`config.mk`:
```
export PLATFORM = sky130hd
export DESIGN_NAME = hamming_secded_dec
export DESIGN_NICKNAME = d
export VERILOG_FILES = /design/src/rtl/hamming_secded_dec.sv
export SDC_FILE = /design/constraint.sdc
export NUM_CORES = 1
export LEC_CHECK = 0
export CELL_PAD_IN_SITES_DETAIL_PLACEMENT = 0
export CELL_PAD_IN_SITES_GLOBAL_PLACEMENT = 1
export CORE_MARGIN = 4
export CORE_UTILIZATION = 34
export DETAILED_ROUTE_END_ITERATION = 12
export GPL_ROUTABILITY_DRIVEN = 0
export MAX_ROUTING_LAYER = met4
export PLACE_DENSITY_LB_ADDON = 0.12
export SYNTH_ARGS = -nofsm -noshare
export SYNTH_HDL_FRONTEND = slang
export SYNTH_SLANG_ARGS = --single-unit
export TNS_END_PERCENT = 1
```
`constraint.sdc`:
```
create_clock -name i_clk -period 2 [get_ports i_clk]
set_input_delay 0.3 -clock i_clk [delete_from_list [all_inputs] [get_ports i_clk]]
set_output_delay 0.3 -clock i_clk [all_outputs]
set_load 0.03 [all_outputs]
```
`src/rtl/hamming_secded_dec.sv`:
```
// hamming_secded_dec: two-stage SECDED Hamming decoder with valid/ready flow control.
// Define HAMMING_ECC_ERR_CNT_EN to build the saturating SBE/DBE counters.
module hamming_secded_dec #(
  parameter int DW = 10,
  parameter int PW = 4,
  parameter int CNT_W = 16
) (
  input  logic             i_clk,
  input  logic             i_rstn,
  input  logic             i_valid,
  output logic             o_ready,
  input  logic [DW-1:0]    i_data,
  input  logic [PW-1:0]    i_parity,
  input  logic             i_par_all,
  output logic             o_valid,
  input  logic             i_ready,
  output logic [DW-1:0]    o_data,
  output logic             o_sbe,
  output logic             o_dbe,
  output logic [PW-1:0]    o_err_pos,
  input  logic             i_clr_cnt,
  output logic [CNT_W-1:0] o_sbe_cnt,
  output logic [CNT_W-1:0] o_dbe_cnt
);
  localparam int TW = DW + PW;
  if ((1 << PW) < TW + 1) begin : g_bad_pw
    $error("hamming_secded_dec: PW too small for DW");
  end
  localparam logic [PW-1:0] TWL = PW'(TW);
  // codeword position of data bit j: the j-th non-power-of-two position
  function automatic logic [PW-1:0] dpos(input int j);
    int k;
    dpos = '0;
    k = 0;
    for (int q = 1; q <= TW; q++)
      if ((q & (q - 1)) != 0) begin
        if (k == j) dpos = PW'(q);
        k++;
      end
  endfunction
  logic          s1_valid, s1_ovf, ovf0, en1, en2, fix, sbe2, dbe2;
  logic [DW-1:0] s1_data, cd;
  logic [PW-1:0] s1_syn, syn0, pc;
  assign en2 = ~o_valid | i_ready;
  assign en1 = ~s1_valid | en2;
  assign o_ready = en1;
  always_comb begin
    pc = '0;
    for (int j = 0; j < DW; j++) pc = pc ^ ({PW{i_data[j]}} & dpos(j));
    syn0 = i_parity ^ pc;
    ovf0 = i_par_all ^ (^i_data) ^ (^i_parity);
  end
  always_ff @(posedge i_clk or negedge i_rstn)
    if (!i_rstn) begin
      s1_valid <= 1'b0;
      s1_data <= '0;
      s1_syn <= '0;
      s1_ovf <= 1'b0;
    end else if (en1) begin
      s1_valid <= i_valid;
      s1_data <= i_data;
      s1_syn <= syn0;
      s1_ovf <= ovf0;
    end
  always_comb begin
    fix = s1_ovf & (s1_syn != '0) & (s1_syn <= TWL);
    sbe2 = s1_ovf & (s1_syn <= TWL);
    dbe2 = (s1_syn != '0) & ~sbe2;
    for (int j = 0; j < DW; j++) cd[j] = s1_data[j] ^ (fix && s1_syn == dpos(j));
  end
  always_ff @(posedge i_clk or negedge i_rstn)
    if (!i_rstn) begin
      o_valid <= 1'b0;
      o_data <= '0;
      o_sbe <= 1'b0;
      o_dbe <= 1'b0;
      o_err_pos <= '0;
    end else if (en2) begin
      o_valid <= s1_valid;
      o_data <= cd;
      o_sbe <= sbe2;
      o_dbe <= dbe2;
      o_err_pos <= fix ? s1_syn : '0;
    end
`ifdef HAMMING_ECC_ERR_CNT_EN
  always_ff @(posedge i_clk or negedge i_rstn)
    if (!i_rstn) begin
      o_sbe_cnt <= '0;
      o_dbe_cnt <= '0;
    end else if (i_clr_cnt) begin
      o_sbe_cnt <= '0;
      o_dbe_cnt <= '0;
    end else if (o_valid && i_ready) begin
      if (o_sbe && o_sbe_cnt != '1) o_sbe_cnt <= o_sbe_cnt + 1'b1;
      if (o_dbe && o_dbe_cnt != '1) o_dbe_cnt <= o_dbe_cnt + 1'b1;
    end
`else
  logic unused_clr;
  assign unused_clr = i_clr_cnt;
  assign o_sbe_cnt = '0;
  assign o_dbe_cnt = '0;
`endif
endmodule

```
==> metrics.txt <==
run status completed; routed length per instance 10.5 um; aggregate global routing overflow 0; leakage power 0.00101 uW; Clock Path Buffers 2; Critical Path Fanout Max 6; min Tclk post-route 1630 ps; multi-input logic area 891 sq um; synthesized cell area 0.00187 sq mm; Reg2Reg Depth 4; crit path cell chain clkdlybuf4s50_1 -> nor2b_1 -> and2_1 -> inv_1 -> buf_12; row count 26; Setup Viol. Count Final 0; maxcap violations 0; CP endpoint kind output port; CTS root buf clkbuf_8; Seq/Total Area, Yosys 44.1%; Buf/Inv on CP 3; hold crit path type input port to async pin; clock power share 21.8%; core box area 0.00524 sq mm; Sequential Power Share 39.7%; Avg Cell Area, Syn 8.75 sq um; port buffer count 36; largest net degree at the start of global routing 34; slowest cell on the critical path clkdlybuf4s50_1; Final WS setup 366 ps; number of buffers created by CTS 5; WP data arrival 1330 ps; htree depth 2; Synth area leader dfrtp_1; Area growth, synth to finish 23.3%; ANT cells 0; final net count 273; Inst Count DP 316; RSZ-0062 raised after global routing false; Detailed Route Iter0 Violations 56; maximum vdd ir drop 326 uV; initial antenna violation count 0; Yosys reg bits 33; skew final 4.86 ps; Power Dens Cells 1060 mW/mm^2; Die ar. 0.00676 sq mm; Post-DP HPWL 2.77 mm; post-layout util 44.1%; worst hold slack 414 ps; FF+latch area 826 sq um; CTS tree built; Crit Path Class input port to output port; global-route wire length before repair 5.75 mm; Comb pwr share 38.5%; vias per cell 4.11; DR DRC count 0; Top Ports 70; antenna violation net count after detailed routing 0; internal power 1530 uW; CP peak stage delay 470 ps; count of different cell masters after synthesis 21; end of the worst register-to-register path o_data[7]; Net Switching 924 uW; r2r startpoint s1_syn[2]; DP Worst Slack 212 ps; final setup TNS 0 ps; CP startpoint kind input port; CTS sink count 33; vias in the first global route 1256; aggregate global-route resource usage 11.5%; top-area cell type share of the netlist area 44.1%; Final Max Tran Viols 0; Final Hold Vio Count 0; commonest cells after routing, fill and taps aside nand2_1, clkdlybuf4s50_1, dfrtp_1; switching power share of the total 37.6%; kind of cell with the highest combined delay on the critical path buffers and inverters; Yosys Warn Count 0; Fillers 566; R2R setup slack 640 ps; final std cells w/o fill 324; Die X-Extent 82.2 um; period utilization 81.7%; worst skew pair latency 280 ps; Vias 1332; TritonRoute pass-1 iters 4; share of layout cells above drive strength 1 5.51%; worst path required time 1700 ps; Syn Inst Count 214; # Post-CTS Setup Buffers 0; top cells by area, synth dfrtp_1, xnor2_1, buf_4; maximum clock rate 612 MHz; CTS hold repair buffers 0; clock transition at the registers of the reported paths 70 ps; drt total wl 3.41 mm; commonest non-fill, non-tap cell in the layout nand2_1; height of the die 82.2 um; initial core utilization 35.8%; CTS-repair resized insts 0
-- worst max path at each step --
stage                          from  endpoint  slack, ps  depth (start not counted)
after detailed placement  i_data[8]    s1_ovf        210                          6
after global routing        i_ready   o_ready        300                          5
final                       i_ready   o_ready        370                          5
after floorplan             o_valid   o_ready        360                          5
after CTS                   i_ready   o_ready        360                          5
after global placement    i_data[6]    s1_ovf        230                          6
-- registers in the layout, indices dropped and copies added (netlist names) --
| name | flops |
|---|---|
| o_valid | 1 |
| o_dbe | 1 |
| o_sbe | 1 |
| s1_data | 10 |
| o_err_pos | 4 |
| s1_syn | 4 |
| o_data | 10 |
| s1_ovf | 1 |
| s1_valid | 1 |
-- kinds of logic (layout without fill, tap and decap cells) --
group / Yosys count / after routing / synth area share, %
AND/OR/NAND/NOR: 83 / 83 / 18.5
buffers and inverters: 40 / 49 / 14.6
XOR/XNOR: 35 / 35 / 16.8
flip-flops: 33 / 33 / 44.1
AO/OA/AOI/OAI: 22 / 22 / 5.88
other: 1 / 32 / 0.200
-- synthesized netlist by cell type --
master / instances
a21oi_1: 2
and2_1: 1
buf_2: 2
buf_4: 32
clkbuf_1: 5
conb_1: 1
dfrtp_1: 33
inv_1: 1
nand2_1: 59
nand2b_1: 5
nand3_1: 2
nand3b_1: 2
nor2_1: 10
nor2b_1: 1
nor3_1: 2
nor4b_1: 1
o21ai_0: 19
o21ai_1: 1
xnor2_1: 30
xor2_1: 4
xor2_2: 1
-- final cells by class --
class,instances,share of cell area (%)
timing repair buffer,40,17.3
tap,70,3.79
multi-input combinational,172,38.6
clock inverter,1,0.217
sequential,33,35.8
clock buffer,7,4.17
inverter,1,0.163
-- power by group through the flow --
stage	sequential, uW	combinational [uW]	clock (uW)
after detailed placement	994	963	0
after floorplan	1150	491	0
after global routing	1000	1030	595
after CTS	980	963	560
final	975	947	535
after global placement	986	960	0
-- routing by layer --
metal  GRT usage (%)  routed length (um)  vias to the layer above
met4            5.48                  53                        0
met5               -                   0                        -
met2            17.9                1510                       59
met1            14.1                1580                      585
li1                -                   -                      684
met3            2.71                 268                        4
-- stage by stage --
step	instance area (sq um)	power, uW
2_1_floorplan	1990	1640
3_3_place_gp	2210	1950
3_5_place_dp	2210	1960
4_1_cts	2310	2500
6_report	2310	2460
5_1_grt	2310	2630
(Power assumes the default switching activity.)
